File: src/rtl/window_meter.sv
// window_meter: measures each high window of i_active in timestamp ticks
// and hands the length to a consumer over a registered valid/ready output.
//
// Ports:
//   i_clk, i_rst   clock and synchronous active-high reset
//   i_ce           sample enable; the FSM and edge detector advance only here
//   i_ctr          shared free-running timestamp (+1 per i_ce cycle)
//   i_active       window input being measured
//   i_ready        consumer takes o_len this clock
//   o_len/o_valid  last completed window length and its valid flag
//   o_busy         measuring, or draining an aborted window
//   o_timeout      one-clock pulse: window exceeded MAX_COUNT and was aborted
//   o_overrun      one-clock pulse: a result was dropped (previous unconsumed)

module window_meter #(
  parameter int CTR_WIDTH = 22,
  parameter int MAX_COUNT = 1000
) (
  input  logic                 i_clk,
  input  logic                 i_rst,
  input  logic                 i_ce,
  input  logic [CTR_WIDTH-1:0] i_ctr,
  input  logic                 i_active,
  input  logic                 i_ready,
  output logic [CTR_WIDTH-1:0] o_len,
  output logic                 o_valid,
  output logic                 o_busy,
  output logic                 o_timeout,
  output logic                 o_overrun
);

  typedef enum logic [1:0] {
    IDLE    = 2'd0,
    MEASURE = 2'd1,
    DRAIN   = 2'd2
  } state_t;

  localparam logic [CTR_WIDTH-1:0] MAX_C =
    CTR_WIDTH'(MAX_COUNT);

  state_t               state;
  state_t               state_nx;
  logic                 act_q;
  logic [CTR_WIDTH-1:0] start;
  logic [CTR_WIDTH-1:0] start_nx;
  logic [CTR_WIDTH-1:0] elapsed;
  logic                 rise;
  logic                 fall;
  logic                 done;
  logic                 tmo_nx;
  logic                 accept;
  logic                 drop;

  // act_q resets high so a window already active at reset
  // release never produces a rise.
  assign rise = i_ce & i_active & ~act_q;
  assign fall = i_ce & ~i_active & act_q;

  // Modular subtraction absorbs counter wrap.
  assign elapsed = i_ctr - start;

  always_comb begin
    state_nx = state;
    start_nx = start;
    done     = 1'b0;
    tmo_nx   = 1'b0;
    if (i_ce) begin
      unique case (state)
        IDLE: begin
          if (rise) begin
            state_nx = MEASURE;
            start_nx = i_ctr;
          end
        end
        MEASURE: begin
          // A fall wins over a timeout on the same sample.
          if (fall) begin
            done     = 1'b1;
            state_nx = IDLE;
          end else if (i_active && elapsed >= MAX_C) begin
            tmo_nx   = 1'b1;
            state_nx = DRAIN;
          end
        end
        DRAIN: begin
          if (!i_active) state_nx = IDLE;
        end
        default: state_nx = IDLE;
      endcase
    end
  end

  // Handshake runs every clock, independent of i_ce.
  assign accept = done & (~o_valid | i_ready);
  assign drop   = done & o_valid & ~i_ready;

  always_ff @(posedge i_clk) begin
    if (i_rst) begin
      state     <= IDLE;
      act_q     <= 1'b1;
      start     <= '0;
      o_len     <= '0;
      o_valid   <= 1'b0;
      o_busy    <= 1'b0;
      o_timeout <= 1'b0;
      o_overrun <= 1'b0;
    end else begin
      state     <= state_nx;
      start     <= start_nx;
      o_busy    <= (state_nx != IDLE);
      o_timeout <= tmo_nx;
      o_overrun <= drop;
      if (i_ce) act_q <= i_active;
      if (accept) begin
        o_len   <= elapsed;
        o_valid <= 1'b1;
      end else if (o_valid && i_ready) begin
        o_valid <= 1'b0;
      end
    end
  end

endmodule

File: config.mk
export PLATFORM = sky130hd
export DESIGN_NAME = window_meter
export DESIGN_NICKNAME = d
export VERILOG_FILES = /design/src/rtl/window_meter.sv
export SDC_FILE = /design/constraint.sdc
export NUM_CORES = 1
export LEC_CHECK = 0
export BUFFER_PORTS_ARGS = -buffer_cell sky130_fd_sc_hd__buf_4
export CAP_MARGIN = 20
export CELL_PAD_IN_SITES_DETAIL_PLACEMENT = 0
export CELL_PAD_IN_SITES_GLOBAL_PLACEMENT = 1
export CORE_ASPECT_RATIO = 1.2
export CORE_MARGIN = 2
export CORE_UTILIZATION = 41
export DETAILED_ROUTE_END_ITERATION = 8
export GPL_ROUTABILITY_DRIVEN = 0
export PLACE_DENSITY = 0.89
export SLEW_MARGIN = 20
export SYNTH_ARGS = -nofsm -noshare
export SYNTH_HDL_FRONTEND = slang
export SYNTH_SLANG_ARGS = --single-unit
File: constraint.sdc
create_clock -name i_clk -period 5.5 [get_ports i_clk]
set_clock_uncertainty 0.15 [all_clocks]
set_input_delay 0.275 -clock i_clk [delete_from_list [all_inputs] [get_ports i_clk]]
set_output_delay 0.275 -clock i_clk [all_outputs]
set_load 0.01 [all_outputs]
==> out/metrics.yaml, run 1 <==
yosys:
  synth-async-reset-ratio: 0
  syn-num-nets: 452
  avg_synthesized_cell_area_um2: 7.535
  synthDominantCellAreaShare: 0.3362
  yosys.area_share.xor_xnor: 0.06057
  ys_seq_area_frac: 0.3362
  combinational_family_with_the_most_area_after_synthesis: "compound AO/OA/AOI/OAI gates"
  synthSimpleGateAreaFrac: 0.2105
  yosys.area_share.adder: 0.09312
  synth_area_um2: 3037
  postSynthCellCount: 403
  synthMostInstantiatedCell: "nand2_1"
  synth_mux_area_frac: 0
  ys.warnings.count: 0
  post_synth_most_frequent_cells: "nand2_1, a21oi_1, dfxtp_1, inv_1, ha_1"
  yosys_register_bits: 51
  synth_compound_area_frac: 0.2369
  synth.distinct_cells: 44
  postSynth.topFlopCell: "dfxtp_1"
  post_synth_main_area_contributors: "dfxtp_1, nand2_1, a21oi_1"
  synth_edf_count: 0
  netlist.top_cell.by_area: "dfxtp_1"
pwr:
  power_per_cell_area_nw_per_um2: 214.0
  vdd_drop_max_uv: 123.9
  total_leakage_power_nw: 1.337
timing:
  max-slew-margin-rel: 0.4170
  min_period_ps: 3326
  fin_setup_tns_ps: 0
  timing.final.crit_share: 0.6047
  tightest_slew_ps: 874.5
  timing.final.ws_setup_ps: 2174
  grt_setup_unrepaired: "no"
  timing.final.hold_violations: 0
  setup_violating_endpoint_count_in_the_final_report: 0
  report.final.slew_viol_count: 0
  achievable-frequency_mhz: 300.7
cts:
  cts_sinks: 51
  cts_tree: "yes"
  tritoncts.num_buffers: 5
  postCtsHoldBufs: 0
  clk_pin_slew_worst_paths_ps: 100
  cts.path.max_buffers: 2
  clk_latency_ps: 310
  cts_setup_buffers: 0
  cts_resized: 0
  root_buffer: "clkbuf_8"
  cts_max_level: 2
floorplanning:
  rows: 34
  core_footprint_um2: 7232
  die-area_um2: 8114
  floorplan.initialDensity: 0.4199
  die_h_um: 98.28
  die_width_um: 82.56
  num_io_pins: 53
placed_design:
  dp_hpwl_mm: 5.484
  io_buffer_count: 52
  detailedPlace.worstSlack_ps: 2133
global_route:
  grt_antenna_before_repair: 0
  grt_pass1_vias: 2576
  grt_overflow_total: 0
  maximum_number_of_pins_on_one_net_before_global_route_repair: 50
  global_route_wire_length_before_repair_mm: 12.08
  global_route_total_usage_across_every_layer: 0.1871
drt:
  drcViolationCount: 0
  drt_first_pass_iters: 4
  finalWirelength_mm: 7.188
  ant_nets: 0
  wl_per_cell_um: 13.46
  vias_per_cell: 5.199
  vias: 2776
  first_iter_violations: 120
worst_setup_path:
  worst_path_largest_cell_delay_ps: 440
  worst-path-max-fanout: 4
  critical_path.n_buffers_inverters: 1
  cp_top_family: "compound AO/OA/AOI/OAI gates"
  critical_path.startpoint_type: "flop"
  required_ps: 5600
  timing.setup.critical_path_class: "reg2reg"
  timing.critical_path.arrival_ps: 3430
  end_kind: "flop"
  critical_path.slowest_cell: "a2111o_1"
  worstPathCellList: "ha_1 -> inv_1 -> fa_1 -> nand2_1 -> o22ai_2 -> o211ai_2 -> a211oi_2 -> or3_1 -> a2111o_1 -> a211oi_2 -> nand4b_1 -> a221oi_2 -> nand4b_1"
min_path:
  hp-class: "in2reg"
finish:
  n_fill_cell: 773
  antenna_cells_inserted: 0
  post_route_cells_drive_above_1_share: 0.1667
  ff_latch_area_um2: 1021
  fin_nets: 492
  multiInputGateArea_um2: 1841
  area_growth_pct: 17.68
job:
  maxCapViolCount: 0
run_status:
  status: "complete, no violations"
[power breakdown]
group	switching [mW]	internal, mW	leakage (nW)
Clock	0.134	0.0913	0.0408
Combinational	0.0942	0.0679	0.885
Sequential	0.00340	0.374	0.412
Total	0.231	0.534	1.34
[layout make-up]
| type | count | area share |
|---|---|---|
| Sequential cell | 51 | 0.2857 |
| Tap cell | 90 | 0.03151 |
| Clock inverter | 3 | 0.006653 |
| Timing Repair Buffer | 54 | 0.1134 |
| Inverter | 27 | 0.02836 |
| Clock buffer | 5 | 0.01926 |
| Multi-Input combinational cell | 304 | 0.5151 |
[metal layers]
layer,wire length [um],GRT usage
met1,3317,0.2496
met4,85,0.04288
met2,3530,0.3139
met3,255,0.02957
met5,0,0
[worst paths after layout]
| check | start | endpoint | slack (ps) | cells after the start |
|---|---|---|---|---|
| worst min register to register | start[10]$_SDFFE_PP0P_ | start[10]$_SDFFE_PP0P_ | 310 | 2 |
| worst max register to register | start[0]$_SDFFE_PP0P_ | o_busy$_SDFF_PP0_ | 2170 | 13 |
| worst min-delay path | i_ctr[8] | start[8]$_SDFFE_PP0P_ | 70 | 3 |
| worst max-delay path | start[0]$_SDFFE_PP0P_ | o_busy$_SDFF_PP0_ | 2170 | 13 |
[layout by cell type, fill, tap and decap left out, types with 2 or more instances in the layout]
cell type and count:
o211ai_1 2, a21oi_2 3, nor2b_1 4, nand2_1 98, o21a_1 2, ha_1 21, xnor2_1 11, o21ai_0 12
nand4_1 4, o221ai_1 2, a21o_1 7, o21bai_1 5, inv_1 27, xor2_1 10, buf_4 54, clkinvlp_4 2
clkbuf_8 5, a211oi_2 2, nor3_1 4, nor2_1 13, nand3_1 7, dfxtp_1 51, a21oi_1 62, nand4b_1 5
a211oi_1 7, nand2b_1 5
[through the flow]
step                      cell area [um^2]  total power [mW]    util  instances  hold slack (ps)
after floorplan                       3037            0.5014       -        403            194.7
after global placement                3472            0.5457  0.4801        526            289.6
after detailed placement              3472            0.5466  0.4801        526            296.7
after CTS                             3565            0.7736  0.4929        534            57.17
after global routing                  3573            0.8112  0.4941        534            61.68
final                                 3573            0.7649  0.4941        534            65.68
[worst min-delay path, stage by stage]
cell,delay (ps)
buf_4,110
nand2_1,50
a21oi_1,50
[sequential cells by signal, summed over array words and instances (netlist names)]
signal,count
act_q,1
o_busy,1
o_len,22
o_overrun,1
o_timeout,1
o_valid,1
start,22
state,2
[kinds of logic after synthesis]
kind of cell / count (synthesis)
buf+inv: 48
compound gates: 115
simple gates: 146
xor+xnor: 21
flops: 51
fa+ha+maj: 22
Power figures use the tool's default switching activity.
==> inputs of run 2 (changes only) <==
--- a/config.mk
+++ b/config.mk
@@ -11,10 +11,10 @@
 export CELL_PAD_IN_SITES_GLOBAL_PLACEMENT = 1
 export CORE_ASPECT_RATIO = 1.2
 export CORE_MARGIN = 2
-export CORE_UTILIZATION = 41
+export CORE_UTILIZATION = 37
 export DETAILED_ROUTE_END_ITERATION = 8
 export GPL_ROUTABILITY_DRIVEN = 0
-export PLACE_DENSITY = 0.89
+export PLACE_DENSITY = 0.85
 export SLEW_MARGIN = 20
 export SYNTH_ARGS = -nofsm -noshare
 export SYNTH_HDL_FRONTEND = slang
==> constraint.sdc (replaced) <==
create_clock -name i_clk -period 2.95 [get_ports i_clk]
set_clock_uncertainty 0.15 [all_clocks]
set_input_delay 0.1475 -clock i_clk [delete_from_list [all_inputs] [get_ports i_clk]]
set_output_delay 0.1475 -clock i_clk [all_outputs]
set_load 0.01 [all_outputs]
==> out/metrics.yaml, run 2 (synthesis results as in run 1) <==
floorplanning:
  die_h_um: 103.2
  die_width_um: 86.70
  die-area_um2: 8951
  floorplan.initialDensity: 0.3766
  num_io_pins: 53
  rows: 36
  core_footprint_um2: 8063
worst_setup_path:
  critical_path.startpoint_type: "flop"
  timing.critical_path.arrival_ps: 3210
  critical_path.slowest_cell: "a2111o_1"
  worst_path_largest_cell_delay_ps: 420
  required_ps: 3050
  worst-path-max-fanout: 4
  critical_path.n_buffers_inverters: 1
  ff2ff_setup_slack_ps: -170
  worstPathCellList: "ha_4 -> inv_2 -> fa_2 -> nand2_2 -> o22ai_4 -> o211ai_2 -> a211oi_2 -> or3_1 -> a2111o_1 -> a211oi_2 -> nand4b_1 -> a221oi_2 -> nand4b_1"
  cp_top_family: "compound AO/OA/AOI/OAI gates"
  end_kind: "flop"
  timing.setup.critical_path_class: "reg2reg"
finish:
  post_route_cells_drive_above_1_share: 0.2534
  multiInputGateArea_um2: 1918
  n_fill_cell: 802
  ff_latch_area_um2: 1023
  stdcell_area_um2: 4217
  final_cells: 604
  final_cell_mix: "nand2_1, buf_4, a21oi_1, dfxtp_1, inv_1"
  top_regs: "o_len x22, start x22, state x2"
  antenna_cells_inserted: 0
  fin_nets: 557
  area_growth_pct: 38.85
  final_core_util: 0.5230
  layout_commonest_cell: "nand2_1"
drt:
  wl_per_cell_um: 13.01
  drt_first_pass_iters: 4
  ant_nets: 0
  finalWirelength_mm: 7.861
  vias: 3059
  drcViolationCount: 0
  first_iter_violations: 86
  vias_per_cell: 5.065
global_route:
  grt_use_met1: 0.2178
  maximum_number_of_pins_on_one_net_before_global_route_repair: 50
  grt_pass1_vias: 2897
  grt_overflow_total: 0
  global_route_wire_length_before_repair_mm: 13.06
  grt_antenna_before_repair: 0
  global_route.usage.met2: 0.3254
  busiest_layer: "met2"
  grt_use_met3: 0.02302
  global_route_total_usage_across_every_layer: 0.1805
placed_design:
  detailedPlace.worstSlack_ps: -244.0
  dp_hpwl_mm: 5.704
  dpl_cell_area_um2: 3751
  io_buffer_count: 52
  place.detailed.instances: 567
timing:
  fin_setup_tns_ps: -333.0
  tightest_slew_ps: 812.1
  report.final.slew_viol_count: 0
  timing.final.hold_violations: 0
  setup_violating_endpoint_count_in_the_final_report: 3
  min_period_ps: 3118
  timing.final.crit_share: 1.057
  achievable-frequency_mhz: 320.7
  timing.final.ws_setup_ps: -167.8
  max-slew-margin-rel: 0.4586
  grt_setup_unrepaired: "yes"
cts:
  cts_sinks: 51
  clk_pin_slew_worst_paths_ps: 100
  cts.path.max_buffers: 2
  cts_max_level: 2
  root_buffer: "clkbuf_8"
  clk_latency_ps: 310
  tritoncts.num_buffers: 5
  cts_tree: "yes"
run_status:
  violations: "setup timing"
  status: "finished with violations"
pwr:
  total_leakage_power_nw: 1.647
  power_per_cell_area_nw_per_um2: 368.6
  vdd_drop_max_uv: 161.3
job:
  maxCapViolCount: 0
min_path:
  hp-class: "in2reg"
==> run 2: worst paths after layout <==
| check | start | end | cells after the start |
|---|---|---|---|
| worst max-delay path | start[0]$_SDFFE_PP0P_ | o_busy$_SDFF_PP0_ | 13 |
| worst min-delay path | i_active | state[1]$_SDFF_PP0_ | 3 |
| worst max register to register | start[0]$_SDFFE_PP0P_ | o_busy$_SDFF_PP0_ | 13 |
| worst min register to register | o_len[13]$_SDFFE_PP0P_ | o_len[13]$_SDFFE_PP0P_ | 2 |
==> run 2: repair_timing <==
action / CTS / global route
hold buffers: 25 / 0
gates resized for setup: 10 / 7
endpoints found under the setup margin: 4 / 5
buffers inserted: 3 / 1
pin swaps: 4 / 2
endpoints found under the hold margin: 24 / 0
==> run 2: worst register-to-register path, cell delays in order, from the launching register on <==
cell and delay (ps):
dfxtp_2 360, ha_4 130, inv_2 30, fa_2 350
nand2_2 100, o22ai_4 90, o211ai_2 200, a211oi_2 100
or3_1 330, a2111o_1 420, a211oi_2 170, nand4b_1 160
a221oi_2 290, nand4b_1 170
==> run 2: power by group <==
part	switching [mW]	total (mW)	internal [mW]
Sequential	0.00616	0.704	0.698
Combinational	0.201	0.406	0.205
Clock	0.252	0.444	0.192
==> run 2: stage by stage <==
| step | power (mW) | hold WS (ps) |
|---|---|---|
| after floorplan | 0.9349 | 67.24 |
| after global placement | 1.077 | 258.9 |
| after detailed placement | 1.080 | 265.0 |
| after CTS | 1.558 | 47.14 |
| after global routing | 1.633 | 85.99 |
| final | 1.554 | 68.99 |
==> run 2: layer usage <==
metal  up-vias  routed length, um  share of wire
met3        14                196          0.025
met4         0                199          0.025
li1       1585                  -              -
met2        54               3960           0.50
met1      1406               3504           0.45
met5         -                  0              0
==> run 2: layout make-up <==
class,instances,area share
clock buffer,6,0.01958
timing repair buffer,119,0.2267
inverter,27,0.02404
sequential,51,0.2427
tap,95,0.02819
multi-input combinational,304,0.4549
clock inverter,2,0.003858
